File: src/rtl/audio_out_pkg.sv
// audio_out_pkg: register map, sample/slot widths and slot bit helper for audio_i2s_out
package audio_out_pkg;
  localparam logic [7:0] ADDR_STATUS = 8'h00;
  localparam logic [7:0] ADDR_CTRL   = 8'h04;
  localparam logic [7:0] ADDR_UCNT   = 8'h08;
  localparam logic [7:0] ADDR_LEFT   = 8'h10;
  localparam logic [7:0] ADDR_RIGHT  = 8'h20;
  localparam int SAMPLE_W = 16;
  localparam int SLOT_W   = 32;
  // Serial bit at slot position b: MSB-first in bits 1..SAMPLE_W, zero elsewhere
  function automatic logic slot_bit(input logic [SAMPLE_W-1:0] s, input logic [4:0] b);
    logic [4:0] i;
    i = 5'(SAMPLE_W) - b;
    return (b >= 5'd1 && b <= 5'(SAMPLE_W)) ? s[i[3:0]] : 1'b0;
  endfunction
endpackage

File: src/rtl/audio_i2s_out_if.sv
// audio_i2s_out_if: command/response bus between host and audio_i2s_out
interface audio_i2s_out_if;
  logic        cmd_valid;
  logic        cmd_ready;
  logic        cmd_id;
  logic        cmd_write;
  logic [7:0]  cmd_address;
  logic [31:0] cmd_data;
  logic        rsp_valid;
  logic        rsp_id;
  logic [31:0] rsp_data;
  modport master(output cmd_valid, cmd_id, cmd_write, cmd_address, cmd_data,
                 input cmd_ready, rsp_valid, rsp_id, rsp_data);
  modport slave(input cmd_valid, cmd_id, cmd_write, cmd_address, cmd_data,
                output cmd_ready, rsp_valid, rsp_id, rsp_data);
endinterface

File: src/rtl/audio_i2s_out_sample_fifo.sv
// sample_fifo: synchronous DEPTH x 16 show-ahead FIFO with push/pop/flush and fill level
module sample_fifo import audio_out_pkg::*; #(
  parameter int DEPTH = 64,
  localparam int AW = $clog2(DEPTH),
  localparam int LW = AW + 1
) (
  input  logic                clk,
  input  logic                resetn,
  input  logic                push,
  input  logic                pop,
  input  logic                flush,
  input  logic [SAMPLE_W-1:0] din,
  output logic [SAMPLE_W-1:0] dout,
  output logic [LW-1:0]       level,
  output logic                full,
  output logic                empty
);
  logic [AW-1:0] wr_q, wr_d, rd_q, rd_d;
  logic [LW-1:0] lvl_q, lvl_d;
  logic do_push, do_pop;
  logic [SAMPLE_W-1:0] mem [DEPTH];
  // Pointer/level update; flush wins over a simultaneous push or pop
  always_comb begin
    do_push = push && !full && !flush;
    do_pop  = pop && !empty && !flush;
    wr_d    = flush ? '0 : wr_q + AW'(do_push);
    rd_d    = flush ? '0 : rd_q + AW'(do_pop);
    lvl_d   = flush ? '0 : lvl_q + LW'(do_push) - LW'(do_pop);
  end
  // Pointer and level state
  always_ff @(posedge clk or negedge resetn)
    if (!resetn) begin
      wr_q  <= '0;
      rd_q  <= '0;
      lvl_q <= '0;
    end else begin
      wr_q  <= wr_d;
      rd_q  <= rd_d;
      lvl_q <= lvl_d;
    end
  // Sample storage, no reset needed
  always_ff @(posedge clk)
    if (do_push) mem[wr_q] <= din;
  assign dout  = mem[rd_q];
  assign level = lvl_q;
  assign full  = lvl_q == LW'(DEPTH);
  assign empty = lvl_q == '0;
endmodule

File: src/rtl/audio_i2s_out.sv
// audio_i2s_out: register-fed stereo I2S transmitter; AUDIO_OUT_UNDERRUN_COUNT_EN adds an underrun-frame counter at 0x08
module audio_i2s_out import audio_out_pkg::*; #(
  parameter int DEPTH       = 64,
  parameter int START_LEVEL = 40,
  parameter int BCLK_HALF   = 5
) (
  input  logic             clk,
  input  logic             resetn,
  audio_i2s_out_if.slave   bus,
  output logic             i2s_bclk,
  output logic             i2s_lrclk,
  output logic             i2s_sdata,
  output logic             playing
);
  localparam int LW = $clog2(DEPTH) + 1;
  localparam int DW = $clog2(BCLK_HALF + 1);
  logic [SAMPLE_W-1:0] l_dout, r_dout;
  logic [LW-1:0] l_lvl, r_lvl;
  logic l_full, r_full, l_empty, r_empty;
  logic stall, accept, wr, push_l, push_r, flush, clr_ur;
  logic tick, fall, frame_end, start, play_now, have, pop, ur_frame;
  logic [31:0] status, rdata;
  logic [DW-1:0] div_q, div_d;
  logic [5:0] bit_q, bit_d;
  logic bclk_q, bclk_d, lr_q, lr_d, sdata_q, sdata_d, playing_q, playing_d, ur_q, ur_d;
  logic rsp_valid_q, rsp_valid_d, rsp_id_q, rsp_id_d;
  logic [31:0] rsp_data_q, rsp_data_d;
  logic [SAMPLE_W-1:0] left_q, left_d, right_q, right_d;
`ifdef AUDIO_OUT_UNDERRUN_COUNT_EN
  logic [15:0] ucnt_q, ucnt_d;
`endif
  sample_fifo #(.DEPTH(DEPTH)) u_left (
    .clk, .resetn, .push(push_l), .pop, .flush, .din(bus.cmd_data[SAMPLE_W-1:0]),
    .dout(l_dout), .level(l_lvl), .full(l_full), .empty(l_empty));
  sample_fifo #(.DEPTH(DEPTH)) u_right (
    .clk, .resetn, .push(push_r), .pop, .flush, .din(bus.cmd_data[SAMPLE_W-1:0]),
    .dout(r_dout), .level(r_lvl), .full(r_full), .empty(r_empty));
  // Command decode; only sample writes to a full FIFO stall the bus
  always_comb begin
    stall  = bus.cmd_write && ((bus.cmd_address == ADDR_LEFT && l_full) ||
                               (bus.cmd_address == ADDR_RIGHT && r_full));
    accept = bus.cmd_valid && !stall;
    wr     = accept && bus.cmd_write;
    push_l = wr && bus.cmd_address == ADDR_LEFT;
    push_r = wr && bus.cmd_address == ADDR_RIGHT;
    flush  = wr && bus.cmd_address == ADDR_CTRL && bus.cmd_data[0];
    clr_ur = wr && bus.cmd_address == ADDR_CTRL && (bus.cmd_data[0] || bus.cmd_data[1]);
  end
  // Read data and one-cycle response
  always_comb begin
    status = {ur_q, playing_q, 5'b0, 9'(r_lvl), 7'b0, 9'(l_lvl)};
    rdata  = bus.cmd_address == ADDR_STATUS ? status : 32'h0;
`ifdef AUDIO_OUT_UNDERRUN_COUNT_EN
    rdata  = bus.cmd_address == ADDR_UCNT ? {16'h0, ucnt_q} : rdata;
`endif
    rsp_valid_d = accept;
    rsp_id_d    = accept && bus.cmd_id;
    rsp_data_d  = (accept && !bus.cmd_write) ? rdata : 32'h0;
  end
  // Bit clock divider, frame position and playback sequencing
  always_comb begin
    tick      = div_q == DW'(BCLK_HALF - 1);
    div_d     = tick ? '0 : div_q + 1'b1;
    bclk_d    = bclk_q ^ tick;
    fall      = tick && bclk_q;
    bit_d     = fall ? bit_q + 6'd1 : bit_q;
    frame_end = fall && bit_q == 6'd63;
    start     = l_lvl >= LW'(START_LEVEL) && r_lvl >= LW'(START_LEVEL);
    play_now  = playing_q || start;
    have      = !l_empty && !r_empty;
    pop       = frame_end && play_now && have && !flush;
    ur_frame  = frame_end && play_now && !have && !flush;
    playing_d = flush ? 1'b0 : (frame_end && start) ? 1'b1 : playing_q;
    ur_d      = clr_ur ? 1'b0 : ur_frame ? 1'b1 : ur_q;
    left_d    = frame_end ? (pop ? l_dout : '0) : left_q;
    right_d   = frame_end ? (pop ? r_dout : '0) : right_q;
    lr_d      = fall ? bit_d[5] : lr_q;
    sdata_d   = fall ? slot_bit(bit_d[5] ? right_q : left_q, bit_d[4:0]) : sdata_q;
`ifdef AUDIO_OUT_UNDERRUN_COUNT_EN
    ucnt_d    = clr_ur ? 16'h0 : (ur_frame && ucnt_q != 16'hFFFF) ? ucnt_q + 16'd1 : ucnt_q;
`endif
  end
  // All block state; reset restarts framing at left-slot bit 0
  always_ff @(posedge clk or negedge resetn)
    if (!resetn) begin
      div_q       <= '0;
      bit_q       <= '0;
      bclk_q      <= 1'b0;
      lr_q        <= 1'b0;
      sdata_q     <= 1'b0;
      playing_q   <= 1'b0;
      ur_q        <= 1'b0;
      left_q      <= '0;
      right_q     <= '0;
      rsp_valid_q <= 1'b0;
      rsp_id_q    <= 1'b0;
      rsp_data_q  <= '0;
`ifdef AUDIO_OUT_UNDERRUN_COUNT_EN
      ucnt_q      <= '0;
`endif
    end else begin
      div_q       <= div_d;
      bit_q       <= bit_d;
      bclk_q      <= bclk_d;
      lr_q        <= lr_d;
      sdata_q     <= sdata_d;
      playing_q   <= playing_d;
      ur_q        <= ur_d;
      left_q      <= left_d;
      right_q     <= right_d;
      rsp_valid_q <= rsp_valid_d;
      rsp_id_q    <= rsp_id_d;
      rsp_data_q  <= rsp_data_d;
`ifdef AUDIO_OUT_UNDERRUN_COUNT_EN
      ucnt_q      <= ucnt_d;
`endif
    end
  assign bus.cmd_ready = !stall;
  assign bus.rsp_valid = rsp_valid_q;
  assign bus.rsp_id    = rsp_id_q;
  assign bus.rsp_data  = rsp_data_q;
  assign i2s_bclk      = bclk_q;
  assign i2s_lrclk     = lr_q;
  assign i2s_sdata     = sdata_q;
  assign playing       = playing_q;
endmodule

File: src/flat_wrapper.sv
// flat-port wrapper written by rule: the top's interface ports become plain ports
module audio_i2s_out_flat import audio_out_pkg::*;
#(
  parameter int DEPTH       = 64,
  parameter int START_LEVEL = 40,
  parameter int BCLK_HALF   = 5
)
  (clk, resetn, i2s_bclk, i2s_lrclk, i2s_sdata, playing, bus_cmd_valid, bus_cmd_id, bus_cmd_write, bus_cmd_address, bus_cmd_data, bus_cmd_ready, bus_rsp_valid, bus_rsp_id, bus_rsp_data);
  audio_i2s_out_if bus_i ();
  input  logic clk;
  input  logic resetn;
  output logic i2s_bclk;
  output logic i2s_lrclk;
  output logic i2s_sdata;
  output logic playing;
  input wire logic [$bits(bus_i.cmd_valid)-1:0] bus_cmd_valid;
  input wire logic [$bits(bus_i.cmd_id)-1:0] bus_cmd_id;
  input wire logic [$bits(bus_i.cmd_write)-1:0] bus_cmd_write;
  input wire logic [$bits(bus_i.cmd_address)-1:0] bus_cmd_address;
  input wire logic [$bits(bus_i.cmd_data)-1:0] bus_cmd_data;
  output wire logic [$bits(bus_i.cmd_ready)-1:0] bus_cmd_ready;
  output wire logic [$bits(bus_i.rsp_valid)-1:0] bus_rsp_valid;
  output wire logic [$bits(bus_i.rsp_id)-1:0] bus_rsp_id;
  output wire logic [$bits(bus_i.rsp_data)-1:0] bus_rsp_data;
  assign bus_i.cmd_valid = bus_cmd_valid;
  assign bus_i.cmd_id = bus_cmd_id;
  assign bus_i.cmd_write = bus_cmd_write;
  assign bus_i.cmd_address = bus_cmd_address;
  assign bus_i.cmd_data = bus_cmd_data;
  assign bus_cmd_ready = bus_i.cmd_ready;
  assign bus_rsp_valid = bus_i.rsp_valid;
  assign bus_rsp_id = bus_i.rsp_id;
  assign bus_rsp_data = bus_i.rsp_data;
  audio_i2s_out #(.DEPTH(DEPTH), .START_LEVEL(START_LEVEL), .BCLK_HALF(BCLK_HALF)) u_core (.clk(clk), .resetn(resetn), .bus(bus_i), .i2s_bclk(i2s_bclk), .i2s_lrclk(i2s_lrclk), .i2s_sdata(i2s_sdata), .playing(playing));
endmodule
File: config.mk
export PLATFORM = sky130hd
export DESIGN_NAME = audio_i2s_out_flat
export DESIGN_NICKNAME = d
export VERILOG_FILES = /design/src/rtl/audio_out_pkg.sv /design/src/rtl/audio_i2s_out_if.sv /design/src/rtl/audio_i2s_out_sample_fifo.sv /design/src/rtl/audio_i2s_out.sv /design/src/flat_wrapper.sv
export SDC_FILE = /design/constraint.sdc
export NUM_CORES = 2
export LEC_CHECK = 0
export ABC_AREA = 1
export ABC_CLOCK_PERIOD_IN_PS = 4700
export CORE_MARGIN = 1.5
export CORE_UTILIZATION = 50
export CTS_BUF_LIST = sky130_fd_sc_hd__clkbuf_16
export CTS_CLUSTER_SIZE = 16
export DETAILED_ROUTE_END_ITERATION = 10
export PLACE_DENSITY = 0.68
export SLEW_MARGIN = 15
export SYNTH_ARGS = -nofsm -noshare
export SYNTH_HDL_FRONTEND = slang
export SYNTH_SLANG_ARGS = --single-unit
File: constraint.sdc
create_clock -name clk -period 4.7 [get_ports clk]
set_input_delay 0.94 -clock clk [delete_from_list [all_inputs] [get_ports clk]]
set_output_delay 0.94 -clock clk [all_outputs]
set_load 0.05 [all_outputs]
==> run summary <==
category of the critical setup timing path -> reg -> reg
pins over their slew limit -> 0
Async S/R FF share, synth -> 4.74%
total of endpoints with negative setup slack in the final report -> 0
effective utilization at floorplan -> 50.5%
number of clock sinks -> 2150
ratio of final minimum period to clock period -> 82.3%
Logic pwr share -> 3.9%
Mapped Area -> 0.0870 mm^2
Post-CTS Resized -> 0
Pwr Density -> 406 mW/mm^2
number of vias per cell after detailed routing -> 5.78
routed wirelength normalized by instance count -> 23.1 um
DR iter-0 viols -> 7002
remaining global-route overflow -> 0
post-DP HPWL -> 127000 um
number of standard-cell rows in the floorplan -> 152
Pre-Repair DR Iteration Count -> 6
Max-Cap Viols -> 0
Gate Count Post-Synth -> 7263
FF+latch area -> 0.0641 mm^2
most numerous cell in the Yosys netlist -> sky130_fd_sc_hd__edfxtp_1
count of endpoints failing hold in the final timing report -> 0
final wirelength -> 227000 um
fill cell count -> 13800
number of input and output port buffers inserted -> 51
cell type with the highest aggregate area in the netlist -> sky130_fd_sc_hd__edfxtp_1
Root Driver -> sky130_fd_sc_hd__clkbuf_16
Inserted Clock Buffers -> 213
post-CTS clock slew at the launch and capture registers of the worst setup and hold paths -> 0.06 ns
pin count of the biggest net entering global routing -> 148
overall via count from detail_route -> 56800
count of antenna-violating nets left after detailed routing -> 0
number of buffers added to fix hold violations after cts -> 0
net switching fraction of the power -> 21.3%
proportion of layout cells with a drive suffix above 1 -> 8.19%
data arrival time at the worst-slack endpoint -> 4.58 ns
transition at the pin with the smallest max-transition slack -> 1.04 ns
core region area -> 0.172 mm^2
Crit. End Element -> flop
number of levels in the clock H-tree -> 4
number of flops mapped to enable cells by yosys -> 2048
Die Y-Extent -> 420 um
Crit path largest cell delay -> 0.39 ns
type of the worst min-delay path -> in -> async
area of the multi-input gates -> 0.0206 mm^2
static leakage power -> 34.5 nW
count of nets after finishing -> 7422
die area -> 0.177 mm^2
Worst EP required -> 5.41 ns
Clock Tree Buf Depth -> 3
maximum clock frequency -> 258 MHz
overall fraction of global-route tracks in use -> 25.7%
top cells by area, synth -> sky130_fd_sc_hd__edfxtp_1, sky130_fd_sc_hd__nand2_1, sky130_fd_sc_hd__nand3_1
horizontal extent of the die -> 420 um
Critical-path top delay cell -> sky130_fd_sc_hd__dfrtp_1
post-CTS setup repair buffer count -> 0
kind of start point of the critical path -> flop
depth of the worst register-to-register path -> 30
Ports -> 84
number of antenna violations at the first check in global routing -> 2
clock tree from TritonCTS -> done
area share of the largest cell type after synthesis -> 70.7%
minimum clock period -> 3.87 ns
mean instance size in the synthesized netlist -> 12.0 um^2
post-synth cell types -> 40
later-pin clock latency in the skew report -> 0.84 ns
number of global-route vias before repair -> 53900
total negative slack for setup checks -> 0 ns
global-route wire length before repair -> 340000 um
final estimated routing congestion in global placement -> 0.948
maximum fanout along the worst path -> 6
top flip-flop cell by instance count after synthesis -> sky130_fd_sc_hd__edfxtp_1
RSZ-0062 raised after global routing -> no
Yosys Warn Count -> 0
largest vdd supply drop -> 402 uV
area added between synthesis and finish -> 12.5%
DRC violation count after routing -> 0
part of the Yosys area used for sequential elements -> 73.6%
total net switching power -> 8.45 mW
setup skew after layout -> 0.0330 ns
cell-internal power -> 31.3 mW
part of the power in registers -> 53.0%
most numerous cell types in the synthesized netlist -> sky130_fd_sc_hd__edfxtp_1, sky130_fd_sc_hd__nand2_1, sky130_fd_sc_hd__nand3_1
Total Power -> 39.7 mW
outcome -> finished, final reports clean
flop2flop setup slack -> 0.83 ns
Yosys reg bits -> 2150
share of total power in the clock network -> 43.0%
cell with the most instances on the worst path -> sky130_fd_sc_hd__nor2_1
Rel. slew slack -> 30.9%
==> power groups by stage <==
stage	Clock (mW)	Combinational [mW]	Sequential [mW]
floorplan	0	0.833	21.5
global placement	0	1.52	21.5
detailed placement	0	1.55	21.5
CTS	17.3	1.56	21.1
global route	18.0	1.73	21.1
finish	17.1	1.56	21.1
==> layout make-up <==
type	count	share of cell area [%]
Antenna cell	2	0.00511
Clock buffer	217	5.55
Clock inverter	185	1.70
Inverter	98	0.406
Multi-Input combinational cell	4569	21.1
Sequential cell	2150	65.4
Tap cell	2310	2.95
Timing Repair Buffer	303	2.87
==> worst max-delay path: cells and delay by family, from the launching register on <==
family	cells	cell delay, ns
simple gates	17	1.47
fa+ha+maj	5	1.22
flops	1	0.39
buf+inv	6	0.38
xor+xnor	1	0.14
compound gates	1	0.13
==> layer usage <==
metal	share of wire [%]	vias to the layer above	wire [um]	GRT usage (%)
li1	-	25900	-	-
met1	40	27900	91700	36.2
met2	47	2686	106000	40.0
met3	8.9	425	20200	4.19
met4	4.1	0	9280	10.4
met5	0	-	0	0
==> cells by family (layout without fill, tap and decap cells) <==
| logic type | Yosys count | after routing | share of synthesized area (%) |
|---|---|---|---|
| fa+ha+maj | 42 | 42 | 0.621 |
| compound gates | 468 | 468 | 3.32 |
| other cells | 1 | 18 | 0.00431 |
| buf+inv | 559 | 803 | 2.78 |
| simple gates | 4026 | 4026 | 19.5 |
| xor+xnor | 17 | 17 | 0.171 |
| flops | 2150 | 2150 | 73.6 |
==> flip-flops by register name (all words and copies together), names as in the netlist, 3 cells and up <==
name	flops
u_core.u_left.wr_q	6
u_core.left_q	16
u_core.bit_q	6
u_core.u_right.wr_q	6
u_core.u_right.mem	1024
u_core.bus.rsp_data	16
u_core.u_right.level	7
u_core.u_left.level	7
u_core.div_q	3
u_core.u_left.mem	1024
u_core.right_q	16
u_core.u_left.rd_q	6
u_core.u_right.rd_q	6
==> placed cells by master (no fill, tap or decap), types with 94 or more instances in the layout <==
master and count:
sky130_fd_sc_hd__o211ai_1 120, sky130_fd_sc_hd__nand3_1 1305, sky130_fd_sc_hd__a21oi_1 114, sky130_fd_sc_hd__inv_1 134
sky130_fd_sc_hd__dfrtp_1 94, sky130_fd_sc_hd__o21ai_0 146, sky130_fd_sc_hd__nand2_1 1831, sky130_fd_sc_hd__buf_4 232
sky130_fd_sc_hd__edfxtp_1 2048, sky130_fd_sc_hd__clkbuf_16 217, sky130_fd_sc_hd__nor2_1 813
==> worst paths after layout <==
check | start | endpoint
min in group clk | u_core.div_q[0] | u_core.div_q[0]
setup reg to reg | u_core.div_q[0] | u_core.u_left.level[6]
setup / recovery | u_core.div_q[0] | u_core.u_left.level[6]
hold reg to reg | u_core.div_q[0] | u_core.div_q[0]
hold / removal | resetn | u_core.bus.rsp_data[30]
max in group asynchronous | resetn | u_core.u_right.rd_q[2]
==> through the flow <==
step	worst slack [ns]	hold slack (ns)	cell area [um^2]	util, %	instances
floorplan	0.660	0.430	87100	-	7278
global placement	0.274	0.448	90800	52.7	9430
detailed placement	0.337	0.461	90800	52.7	9430
CTS	0.790	0.279	97900	56.8	9832
global route	0.358	0.175	97900	56.8	9832
finish	0.830	0.144	97900	56.8	9834
(Power assumes the default switching activity.)
